[src/rtl/serial_bit_subtractor_pkg.sv]
// Shared types and elaboration helpers for the serial bit subtractor.
package serial_bit_subtractor_pkg;

    typedef enum logic {
        IDLE = 1'b0,
        RUN  = 1'b1
    } state_e;

    function automatic int chunks_f(input int width, input int bpc);
        return width / bpc;
    endfunction

    // A single-chunk configuration still needs a 1-bit counter.
    function automatic int cnt_w_f(input int chunks);
        return (chunks > 1) ? $clog2(chunks) : 1;
    endfunction

    function automatic bit params_ok_f(input int width, input int bpc);
        return (bpc > 0) && (width % bpc == 0);
    endfunction

endpackage

[src/rtl/serial_bit_subtractor_chunk.sv]
// Combinational chunk cell: popcount of a chunk, then a ripple borrow-chain subtract.
module subtrator_chunk #(
    parameter int BITS_PER_CYCLE = 1,
    parameter int RESULT_W       = 4
) (
    input  logic [RESULT_W-1:0]       minuend_i,
    input  logic [BITS_PER_CYCLE-1:0] chunk_i,
    output logic [RESULT_W-1:0]       diff_o,
    output logic                      borrow_o
);
    localparam int KW = $clog2(BITS_PER_CYCLE + 1);
    // Chain runs wide enough that a popcount above 2^RESULT_W-1 still borrows.
    localparam int EW = ((KW > RESULT_W) ? KW : RESULT_W) + 1;

    logic [KW-1:0] k;
    logic [EW-1:0] m_ext;
    logic [EW-1:0] k_ext;
    logic [EW:0]   bc;

    always_comb begin
        k = '0;
        for (int i = 0; i < BITS_PER_CYCLE; i++) begin
            k = k + KW'(chunk_i[i]);
        end
        m_ext = EW'(minuend_i);
        k_ext = EW'(k);
        bc    = '0;
        for (int i = 0; i < EW; i++) begin
            bc[i+1] = (~m_ext[i] & k_ext[i]) | (~(m_ext[i] ^ k_ext[i]) & bc[i]);
        end
        diff_o   = m_ext[RESULT_W-1:0] ^ k_ext[RESULT_W-1:0] ^ bc[RESULT_W-1:0];
        borrow_o = bc[EW];
    end

endmodule

[src/rtl/serial_bit_subtractor.sv]
// Sequential subtractor: decrements init by one per selected operand bit, BITS_PER_CYCLE bits per clock.
module serial_bit_subtractor
    import serial_bit_subtractor_pkg::*;
#(
    parameter int WIDTH          = 8,
    parameter int RESULT_W       = 4,
    parameter int BITS_PER_CYCLE = 1
) (
    input  logic                clk,
    input  logic                rst_n,
    input  logic                start,
    input  logic [WIDTH-1:0]    operand,
    input  logic [RESULT_W-1:0] init,
    input  logic                mode,
    output logic                busy,
    output logic                done,
    output logic [RESULT_W-1:0] result,
    output logic                underflow
);
    localparam int CHUNKS = chunks_f(WIDTH, BITS_PER_CYCLE);
    localparam int CNT_W  = cnt_w_f(CHUNKS);
    localparam logic [CNT_W-1:0] LAST = CNT_W'(CHUNKS - 1);

    generate
        if (!params_ok_f(WIDTH, BITS_PER_CYCLE)) begin : g_bad_params
            $error("WIDTH must be a multiple of BITS_PER_CYCLE");
        end
    endgenerate

    state_e              state_q;
    logic [WIDTH-1:0]    sreg_q;
    logic [CNT_W-1:0]    cnt_q;
    logic [RESULT_W-1:0] result_q;
    logic                uflow_q;
    logic                busy_q;
    logic                done_q;

    logic [RESULT_W-1:0] result_d;
    logic                borrow_d;

    subtrator_chunk #(
        .BITS_PER_CYCLE(BITS_PER_CYCLE),
        .RESULT_W      (RESULT_W)
    ) u_chunk (
        .minuend_i(result_q),
        .chunk_i  (sreg_q[BITS_PER_CYCLE-1:0]),
        .diff_o   (result_d),
        .borrow_o (borrow_d)
    );

    always_ff @(posedge clk or negedge rst_n) begin
        if (!rst_n) begin
            state_q  <= IDLE;
            sreg_q   <= '0;
            cnt_q    <= '0;
            result_q <= '0;
            uflow_q  <= 1'b0;
            busy_q   <= 1'b0;
            done_q   <= 1'b0;
        end else begin
            done_q <= 1'b0;
            case (state_q)
                IDLE: begin
                    if (start) begin
                        // mode=1 counts clear bits, so invert once here and always count ones.
                        sreg_q   <= mode ? ~operand : operand;
                        result_q <= init;
                        uflow_q  <= 1'b0;
                        cnt_q    <= '0;
                        busy_q   <= 1'b1;
                        state_q  <= RUN;
                    end
                end
                RUN: begin
                    result_q <= result_d;
                    uflow_q  <= uflow_q | borrow_d;
                    sreg_q   <= sreg_q >> BITS_PER_CYCLE;
                    cnt_q    <= cnt_q + 1'b1;
                    if (cnt_q == LAST) begin
                        cnt_q   <= '0;
                        busy_q  <= 1'b0;
                        done_q  <= 1'b1;
                        state_q <= IDLE;
                    end
                end
                default: state_q <= IDLE;
            endcase
        end
    end

    assign busy      = busy_q;
    assign done      = done_q;
    assign result    = result_q;
    assign underflow = uflow_q;

endmodule

[config.mk]
export PLATFORM = sky130hd
export DESIGN_NAME = serial_bit_subtractor
export DESIGN_NICKNAME = d
export VERILOG_FILES = /design/src/rtl/serial_bit_subtractor_pkg.sv /design/src/rtl/serial_bit_subtractor_chunk.sv /design/src/rtl/serial_bit_subtractor.sv
export SDC_FILE = /design/constraint.sdc
export NUM_CORES = 1
export LEC_CHECK = 0
export ABC_AREA = 1
export BUFFER_PORTS_ARGS = -buffer_cell sky130_fd_sc_hd__buf_2
export CORE_UTILIZATION = 56
export CTS_CLUSTER_SIZE = 10
export DETAILED_ROUTE_END_ITERATION = 10
export PLACE_DENSITY = 0.82
export SLEW_MARGIN = 0
export SYNTH_ARGS = -nofsm -noshare
export SYNTH_HDL_FRONTEND = slang
export SYNTH_SLANG_ARGS = --single-unit
[constraint.sdc]
create_clock -name clk -period 2.6 [get_ports clk]
set_input_delay 0.13 -clock clk [delete_from_list [all_inputs] [get_ports clk]]
set_output_delay 0.13 -clock clk [all_outputs]
set_load 0.02 [all_outputs]
## After elaboration in Yosys (flattened, before gate mapping)

Cells that the tools add are included.

- Output and inout port bits: 7
- Logic and storage cells: 43
- Bits of input ports: 16
- Register bits after elaboration: 19

- Bitwise logic cells: 13
- Add/sub/neg operators: 1
- Eq/ne operators: 3
- Muxes and demuxes: 18
- Reductions and logical operators: 1

Operators by type and width:

| operator | number |
|---|---|
| 8-bit two-way mux | 2 |
| 8-bit case mux with 2 select lines | 1 |
| 8-bit NOT | 1 |
| 4-bit case mux with 2 select lines | 1 |
| 1-bit two-way mux | 7 |
| 3-bit two-way mux | 2 |
| 1-bit case mux with 2 select lines | 3 |
| 3-bit case mux with 2 select lines | 1 |
| 1-bit NOT | 5 |
| 1-bit bitwise AND | 4 |
| 4-bit two-way mux | 1 |
| 4-bit by 1-bit bitwise XOR with 4-bit output | 1 |
| 4-bit bitwise XOR | 1 |
| 3-bit by 1-bit adder with 3-bit output, second input constant | 1 |
| 3-bit equality test, second input constant | 1 |
| 2-bit by 1-bit inequality test with 1-bit output, second input constant | 1 |
| 2-bit inequality test, second input constant | 1 |
| 2-bit AND reduction | 1 |
| 1-bit bitwise OR | 1 |

## Longest topological paths before layout

Gate-level depths: netlist (run 1).

- Word-level depth: 7
- Depth in mapped cells: 7
- Depth with buffers taken out: 7

## Hierarchy

A second synthesis (run 1) with hierarchy kept.

- Cells, all modules: 146
- Area total of the unflattened synthesis: 1083.5 µm²

Modules (own cells, without submodules):

| module | cells an instance | area an instance (µm²) | times used | sequential area each (µm²) |
|---|---|---|---|---|
| serial_bit_subtractor | 134 | 1003.5 | 1 | 475.5 |
| subtrator_chunk | 12 | 80.1 | 1 | 0.0 |

## Worst setup path after synthesis (run 1)

Ideal clock, no wire load.

- Path kind: flip-flop to flip-flop
- From: register result_q[0] (netlist: result[0])
- To: register result_q[3] (netlist: result[3])
- Required time: 2.532 ns
- Slack: 0.956 ns
- Clock period less this slack: 1.644 ns
- Stages on the path, launching flop included: 8
- Buffers on the path: 0
- Setup time: 0.068 ns
- Data arrival time: 1.576 ns
- Cell sequence: dfrtp_1 inv_1 ha_1 ha_1 ha_1 ha_1 or2_1 nand3_1

- Longest elaborated chain between the ends: 6

RTL lines:

| item | line | source |
|---|---|---|
| start: declaration | serial_bit_subtractor.sv:33 | `logic [RESULT_W-1:0] result_q;` |
| start signal: assignment | serial_bit_subtractor.sv:67 | `result_q <= init;` |
| start signal: assignment | serial_bit_subtractor.sv:75 | `result_q <= result_d;` |
| 1-bit NOT | serial_bit_subtractor_chunk.sv:29 | `bc[i+1] = (~m_ext[i] & k_ext[i]) \| (~(m_ext[i] ^ k_ext[i]) & bc[i]);` |
| 1-bit bitwise AND (3 in series) | serial_bit_subtractor_chunk.sv:29 |  |
| 4-bit bitwise XOR | serial_bit_subtractor_chunk.sv:31 | `diff_o = m_ext[RESULT_W-1:0] ^ k_ext[RESULT_W-1:0] ^ bc[RESULT_W-1:0];` |
| 4-bit case mux with 2 select lines | serial_bit_subtractor.sv:62 | `case (state_q)` |

Every way passes these cells.
A chain may end at the register's enable or synchronous reset.

## Worst setup path after layout (run 1)

Same ends and word-level chain as after synthesis.

==> reports/metrics.csv, run 1 <==
metric;value;unit
CTS Root Buffer Type;clkbuf_4;
Post-synth EDFFs;0;
H-tree level count;1;
die width;45.22;µm
Clock Latency Late Sink;0.28;ns
Synth top area share;45.45;%
Max Clk Rate;0.6162;GHz
Avg Cell Area, Syn;7.418;µm²
Tot Pwr;1156;µW
global route hottest layer;met2;
core footprint;0.001745;mm²
register area;475.5;µm²
starting density of the core;59.93;%
synth unique cells;15;
dpl hpwl;1321;µm
area leader, netlist;dfrtp_1;
clock skew;0.001887;ns
die area;0.002045;mm²
maximum vdd drop;422.0;µV
met2 GRT Util;35.65;%
Synth async-reset ratio;100.0;%
initial antenna violation count;0;
cells after synthesis;141;
Ant. Diodes;0;
critical path type;reg -> reg;
crit path DAT;1.85;ns
Syn Nets;163;
Final setup viols;0;
status;completed;
grt ovf;0;
Worst Hold Launch;init[1];
Fillers;163;
fin crit share;62.42;%
total wire length;1708;µm
routed vias/inst;4.630;
Non-Filler Instances;189;
routed length per instance;9.037;µm
clk buf depth;2;
Reg2Reg Depth;7;
placed cells;184;
CP endpoint kind;flip-flop;
FF-to-FF End;result[3]$_DFFE_PN0P_;
Slew @ Worst Pin;0.5415;ns
share of layout cells above drive strength 1;17.68;%
data required time of the worst path;2.82;ns
Hold Crit Class;in -> reg;
max cap viols;0;
top area cells in the synthesized netlist;dfrtp_1, nand2_1, ha_1;
CTS tree;yes;
I/O pin total;23;
Multi-input gate area;445.4;µm²
sequential share of the synthesized area;45.45;%
first-pass GRT wire length;3001;µm
Rel. slew slack;63.90;%
Synth top cells by count;nand2_1, dfrtp_1, inv_1;
Pwr Density;975.3;mW/mm²
Placer Congestion;0.7500;
fin crit period;1.623;ns
RSZ-0062 raised after global routing;false;
flop2flop setup slack;0.98;ns
Fin Setup TNS;0;ns
crit-path max FO;3;
r2r startpoint;result[0]$_DFFE_PN0P_;
vias in the first global route;762;
Seq cells post-synth;19;
Critical Path Source Type;flip-flop;
Worst-path clk slew;0.10;ns
DRT iter0 DRCs;14;
ys flop type;dfrtp_1;
met3 GRT Util;2.400;%
Hold Path Stages;3;
Residual DRC;0;
final core occ;67.89;%
post-layout net count;187;
PortBufs;22;
Synth warnings;0;
num rows;15;
post-CTS sizing;0;
Inserted Clock Buffers;3;
Tot GR Track Use;19.56;%
count leader, synth;nand2_1;
via count;875;
Antenna Nets Post-Route;0;
Final Slew Violations;0;
area grow syn2layout;13.28;%
LEAKAGE;0.0007275;µW
DR pass1 iterations;4;
Worst Hold End;result[1]$_DFFE_PN0P_;
synthesized cell area;0.001046;mm²
Die H;45.22;µm
grt met1 use;23.99;%
Hold Vio Cnt, Final;0;
largest net degree at the start of global routing;20;
number of clock sinks;19;
-- critical path, stage by stage, from the launching register on --
cell and delay, ns:
dfrtp_1 0.37, inv_1 0.05, ha_1 0.19, ha_1 0.18, ha_1 0.18, ha_1 0.27, or2_1 0.23, nand3_1 0.09
-- worst max path at each step --
stage,slack (ns),cells after the start,endpoint,startpoint
2_1_floorplan,0.96,7,result[3]$_DFFE_PN0P_,result[0]$_DFFE_PN0P_
3_3_place_gp,1.08,7,result[3]$_DFFE_PN0P_,result[0]$_DFFE_PN0P_
3_5_place_dp,1.00,7,result[3]$_DFFE_PN0P_,result[0]$_DFFE_PN0P_
4_1_cts,0.97,7,result[3]$_DFFE_PN0P_,result[0]$_DFFE_PN0P_
5_1_grt,0.89,7,result[3]$_DFFE_PN0P_,result[0]$_DFFE_PN0P_
6_report,0.98,7,result[3]$_DFFE_PN0P_,result[0]$_DFFE_PN0P_
-- flip-flops by register name (all words and copies together), names as in the netlist --
| register | count |
|---|---|
| busy | 1 |
| sreg_q | 8 |
| done | 1 |
| underflow | 1 |
| cnt_q | 3 |
| result | 4 |
| state_q | 1 |
-- kinds of logic (layout without fill, tap and decap cells) --
logic type / after synthesis / after routing / share of synthesized area [%]
AO/OA/AOI/OAI: 8 / 8 / 3.827
AND/OR/NAND/NOR: 81 / 81 / 31.58
buffers and inverters: 27 / 50 / 11.96
adder cells (fa/ha/maj): 6 / 6 / 7.177
flip-flops: 19 / 19 / 45.45
-- metrics by stage --
step	setup slack, ns	cell area (µm²)	hold WS [ns]
finish	0.9771	1185	0.04740
detailed placement	1.004	1149	0.08525
CTS	0.9740	1185	0.03403
floorplan	0.9558	1046	-0.1656
global placement	1.082	1149	0.08231
global route	0.8873	1185	0.04960
-- report_power, final --
| group | leakage [µW] | total [µW] | internal [µW] | switching, µW |
|---|---|---|---|---|
| Sequential | 0.000240 | 526 | 422 | 105 |
| Clock | 0.0000150 | 141 | 59.5 | 81.6 |
| Combinational | 0.000472 | 488 | 197 | 292 |
-- per-layer routing --
layer / share of wire [%] / wire length (µm)
met4: 0.82 / 14
met1: 48 / 812
met5: 0 / 0
met3: 2.7 / 46
met2: 49 / 834
-- final cells by class --
class	instances	area share [%]
tap	25	2.640
multi-input combinational	95	37.59
clock buffer	4	2.218
inverter	23	7.286
timing repair buffer	23	10.14
sequential	19	40.13
-- cell usage in the layout, fill, tap and decap left out --
cell type / Yosys / layout
nand2_1: 66 / 66
buf_2: 1 / 22
dfrtp_1: 19 / 19
inv_1: 16 / 16
a21oi_1: 7 / 7
ha_1: 6 / 6
clkinv_1: 5 / 5
nand3_1: 5 / 5
nor2_1: 4 / 4
or2_1: 4 / 4
clkbuf_4: 0 / 3
inv_2: 2 / 2
nor2_4: 1 / 1
nor2_2: 1 / 1
o21ai_0: 1 / 1
clkbuf_1: 0 / 1
dlygate4sd3_1: 0 / 1
-- repair_timing --
| action | CTS | global route |
|---|---|---|
| buffers inserted | 0 | 0 |
| hold buffers | 1 | 0 |
| endpoints found under the hold margin | 19 | 0 |
(Power assumes the default switching activity.)
==> run 2: changes to the inputs <==
--- a/config.mk
+++ b/config.mk
@@ -7,10 +7,10 @@
 export LEC_CHECK = 0
 export ABC_AREA = 1
 export BUFFER_PORTS_ARGS = -buffer_cell sky130_fd_sc_hd__buf_2
-export CORE_UTILIZATION = 56
+export CORE_UTILIZATION = 52
 export CTS_CLUSTER_SIZE = 10
 export DETAILED_ROUTE_END_ITERATION = 10
-export PLACE_DENSITY = 0.82
+export PLACE_DENSITY = 0.77
 export SLEW_MARGIN = 0
 export SYNTH_ARGS = -nofsm -noshare
 export SYNTH_HDL_FRONTEND = slang
==> constraint.sdc (replaced) <==
create_clock -name clk -period 1.5 [get_ports clk]
set_input_delay 0.075 -clock clk [delete_from_list [all_inputs] [get_ports clk]]
set_output_delay 0.075 -clock clk [all_outputs]
set_load 0.02 [all_outputs]
==> run 2 against run 1 <==
Against the previous run:
- combinational power increased by 110%
- total power increased by 88%
- register-to-register slack got worse by 0.91 ns
- non-clock buffer count increased by 7
- sequential share of layout area decreased by 3.4 points
- critical path type unchanged
- via count increased by 2.2%
- sequential power increased by 71%
==> reports/metrics.csv, run 2 (synthesis results as in run 1) <==
metric;value;unit
Hold Crit Class;in -> reg;
clk buf depth;2;
fin crit share;95.47;%
DR pass1 iterations;4;
Critical Path Source Type;flip-flop;
post-layout net count;194;
most common cell after layout, fill and taps aside;nand2_1;
H-tree level count;1;
RSZ-0062 raised after global routing;false;
Hold Vio Cnt, Final;0;
total wire length;1925;µm
Final setup viols;0;
area grow syn2layout;23.92;%
core footprint;0.001802;mm²
number of clock sinks;19;
die width;46.85;µm
Die H;46.85;µm
CTS tree;yes;
max cap viols;0;
critical path type;reg -> reg;
data required time of the worst path;1.73;ns
maximum vdd drop;771.9;µV
routed vias/inst;4.561;
Worst-path clk slew;0.11;ns
crit path DAT;1.66;ns
DRT iter0 DRCs;6;
max reg flops;8;
via count;894;
most frequent cells in the layout;nand2_1, buf_2, dfrtp_1;
routed length per instance;9.821;µm
Fillers;163;
dpl hpwl;1377;µm
Final Slew Violations;0;
clock skew;0.006775;ns
Slew @ Worst Pin;0.4252;ns
Clock Latency Late Sink;0.29;ns
Fin Setup TNS;0;ns
crit-path max FO;2;
CP endpoint kind;flip-flop;
Pwr Density;1672;mW/mm²
final core occ;71.94;%
Ant. Diodes;0;
Max Clk Rate;0.6983;GHz
Antenna Nets Post-Route;0;
Rel. slew slack;71.65;%
setup slack at placement;0.02800;ns
Tot GR Track Use;20.29;%
grt ovf;0;
flop2flop setup slack;0.07;ns
die area;0.002195;mm²
I/O pin total;23;
fin crit period;1.432;ns
first-pass GRT wire length;3160;µm
Tot Pwr;2167;µW
status;completed;
Placer Congestion;0.7111;
final worst slack;0.06799;ns
starting density of the core;58.06;%
Inserted Clock Buffers;3;
vias in the first global route;822;
largest net degree at the start of global routing;20;
Largest Register;sreg_q;
CTS Root Buffer Type;clkbuf_4;
PortBufs;22;
Residual DRC;0;
num rows;15;
LEAKAGE;0.0007557;µW
initial antenna violation count;0;
share of layout cells above drive strength 1;22.81;%
-- run 2: changes by cell type in the layout (fill, tap and decap cells not counted), sizes merged --
cell / previous run / this run
buf: 22 / 26
dlygate4sd3: 1 / 4
-- run 2: timing repair --
item                       4_1_cts  5_1_grt
gates resized for setup          0        4
setup endpoints to repair        0        1
hold buffers                     4        0
hold endpoints to repair        22        0
setup buffers                    0        1
-- run 2: cell type report --
| class | instances | area, µm² | share of cell area (%) |
|---|---|---|---|
| Clock buffer | 4 | 26.28 | 2.027 |
| Inverter | 23 | 86.33 | 6.660 |
| Multi-Input combinational cell | 95 | 495.5 | 38.22 |
| Sequential cell | 19 | 476.7 | 36.78 |
| Tap cell | 25 | 31.28 | 2.413 |
| Timing Repair Buffer | 30 | 180.2 | 13.90 |
-- run 2: through the flow --
stage	area [µm²]	cells	hold WS [ns]
floorplan	1055	141	-0.2206
global placement	1180	187	0.02829
detailed placement	1180	187	0.03378
CTS	1246	195	0.008801
global route	1296	196	0.02150
finish	1296	196	0.01339
-- run 2: critical path: stages (launching register included) --
cell     delay [ns]
dfrtp_1        0.42
ha_4           0.17
ha_4           0.15
ha_4           0.15
ha_4           0.19
or2_1          0.21
nand3_1        0.06
-- run 2: power breakdown --
part	switching [µW]	internal, µW	leakage [µW]
Clock	149	103	0.0000150
Sequential	168	734	0.000239
Combinational	587	426	0.000501
Total	904	1260	0.000756
-- run 2: final timing paths --
path / startpoint / end / cells after the start
setup / recovery: sreg_q[0]$_DFFE_PN0P_ / result[3]$_DFFE_PN0P_ / 6
min in group asynchronous: rst_n / result[2]$_DFFE_PN0P_ / 2
setup reg to reg: sreg_q[0]$_DFFE_PN0P_ / result[3]$_DFFE_PN0P_ / 6
hold / removal: init[3] / result[3]$_DFFE_PN0P_ / 3
hold reg to reg: cnt_q[2]$_DFFE_PN0P_ / cnt_q[2]$_DFFE_PN0P_ / 2
max in group asynchronous: rst_n / result[0]$_DFFE_PN0P_ / 2
-- run 2: layer usage --
layer | share of wire [%] | GRT usage (%)
met1 | 45 | 23.74
met2 | 51 | 36.67
met3 | 3.1 | 2.692
met4 | 1.0 | 9.143
met5 | 0 | 0
==> run 3: changes to the inputs <==
--- a/config.mk
+++ b/config.mk
@@ -7,10 +7,11 @@
 export LEC_CHECK = 0
 export ABC_AREA = 1
 export BUFFER_PORTS_ARGS = -buffer_cell sky130_fd_sc_hd__buf_2
-export CORE_UTILIZATION = 52
+export CORE_UTILIZATION = 50
+export CTS_BUF_LIST = sky130_fd_sc_hd__clkbuf_4 sky130_fd_sc_hd__clkbuf_8
 export CTS_CLUSTER_SIZE = 10
 export DETAILED_ROUTE_END_ITERATION = 10
-export PLACE_DENSITY = 0.77
+export PLACE_DENSITY = 0.74
 export SLEW_MARGIN = 0
 export SYNTH_ARGS = -nofsm -noshare
 export SYNTH_HDL_FRONTEND = slang
==> run 3 against run 2 <==
Against the previous run:
- clock skew is 0.0061 ns lower
- final cell count is 1.0% higher
- hold slack better by 0.032 ns
- sequential power is 0.4% higher
- setup slack worse by 0.017 ns
- highest routed layer unchanged
==> reports/metrics.csv, run 3 (synthesis results as in run 1) <==
metric;value;unit
initial antenna violation count;0;
Placer Congestion;0.7041;
Antenna Nets Post-Route;0;
CTS Root Buffer Type;clkbuf_4;
max cap viols;0;
Pwr Density;1677;mW/mm²
PortBufs;22;
max reg flops;8;
most frequent cells in the layout;nand2_1, buf_2, dfrtp_1;
number of clock sinks;19;
die width;47.74;µm
total wire length;2056;µm
Clock Latency Late Sink;0.29;ns
largest net degree at the start of global routing;20;
via count;914;
first-pass GRT wire length;3036;µm
routed length per instance;10.38;µm
crit path DAT;1.69;ns
status;completed;
Residual DRC;0;
critical path type;reg -> reg;
maximum vdd drop;873.5;µV
LEAKAGE;0.0007584;µW
Critical Path Source Type;flip-flop;
area grow syn2layout;24.76;%
DRT iter0 DRCs;10;
fin crit period;1.449;ns
final worst slack;0.05057;ns
Inserted Clock Buffers;3;
postcts setup bufs;0;
CP endpoint kind;flip-flop;
cell area after layout;0.001305;mm²
Largest Register;sreg_q;
clock skew;0.0007223;ns
H-tree level count;1;
starting density of the core;53.32;%
I/O pin total;23;
dpl cell area;0.001182;mm²
num rows;16;
clk buf depth;2;
Die H;47.74;µm
core footprint;0.001962;mm²
vias in the first global route;734;
Final Slew Violations;0;
data required time of the worst path;1.74;ns
Worst-path clk slew;0.10;ns
die area;0.002279;mm²
Hold Vio Cnt, Final;0;
fin crit share;96.63;%
Max Clk Rate;0.6899;GHz
Hold Crit Class;in -> reg;
Slew @ Worst Pin;0.4274;ns
Ant. Diodes;0;
most common cell after layout, fill and taps aside;nand2_1;
Rel. slew slack;71.51;%
CTS tree;yes;
dpl hpwl;1394;µm
Fillers;173;
post-layout net count;194;
Final setup viols;0;
Tot GR Track Use;19.10;%
hold_ws;0.04555;ns
share of layout cells above drive strength 1;22.81;%
setup slack at placement;0.02659;ns
crit-path max FO;2;
grt ovf;0;
DR pass1 iterations;4;
routed vias/inst;4.616;
==> run 3: changes by cell type in the layout (fill, tap and decap cells not counted) <==
cell,delta
buf_4,-1
clkbuf_1,-1
clkbuf_4,+1
dlygate4sd3_1,+1
==> run 3: through the flow <==
stage               power, µW  utilization [%]  cells  setup TNS [ns]
finish                   2189            66.52    198               0
global route             2410            66.52    198        -0.01103
CTS                      2114            64.35    198               0
detailed placement       1821            60.27    189               0
global placement         1773            60.27    189               0
floorplan                1581                -    141               0
==> run 3: final cells by class <==
class | instances | area [µm²] | area share (%)
clock buffer | 4 | 30.03 | 2.301
inverter | 23 | 86.33 | 6.616
timing repair buffer | 30 | 182.7 | 14.00
sequential | 19 | 476.7 | 36.53
tap | 27 | 33.78 | 2.589
multi-input combinational | 95 | 495.5 | 37.97
==> run 3: path summary, 6_finish.rpt <==
kind	end	depth (start not counted)	slack, ns	start
max in group asynchronous	result[0]$_DFFE_PN0P_	2	0.94	rst_n
min reg2reg	sreg_q[5]$_DFFE_PN0P_	2	0.49	sreg_q[5]$_DFFE_PN0P_
max	result[3]$_DFFE_PN0P_	6	0.05	sreg_q[0]$_DFFE_PN0P_
min in group asynchronous	cnt_q[2]$_DFFE_PN0P_	2	0.23	rst_n
min	sreg_q[7]$_DFFE_PN0P_	4	0.05	operand[7]
max reg2reg	result[3]$_DFFE_PN0P_	6	0.05	sreg_q[0]$_DFFE_PN0P_
==> run 3: report_power, final <==
| part | switching, µW | total [µW] | internal [µW] |
|---|---|---|---|
| combinational | 590 | 1010 | 418 |
| sequential | 172 | 906 | 734 |
| clock | 153 | 274 | 122 |
| total | 914 | 2190 | 1270 |
==> run 3: critical path, stage by stage (launching register included) <==
cell     delay, ns
dfrtp_1       0.42
ha_4          0.17
ha_4          0.16
ha_4          0.15
ha_4          0.20
or2_1         0.22
nand3_1       0.07
==> run 3: routing by layer <==
layer	track usage [%]	vias to the layer above	routed length, µm
li1	-	478	-
met1	23.60	410	898
met2	33.24	24	1088
met3	2.264	2	52
met4	8.333	0	16
met5	0	-	0
==> run 3: what timing repair did <==
action                                  in CTS  in global routing
hold buffers                                 5                  0
endpoints found under the setup margin       0                  1
endpoints found under the hold margin       23                  0
resized for setup                            0                  4
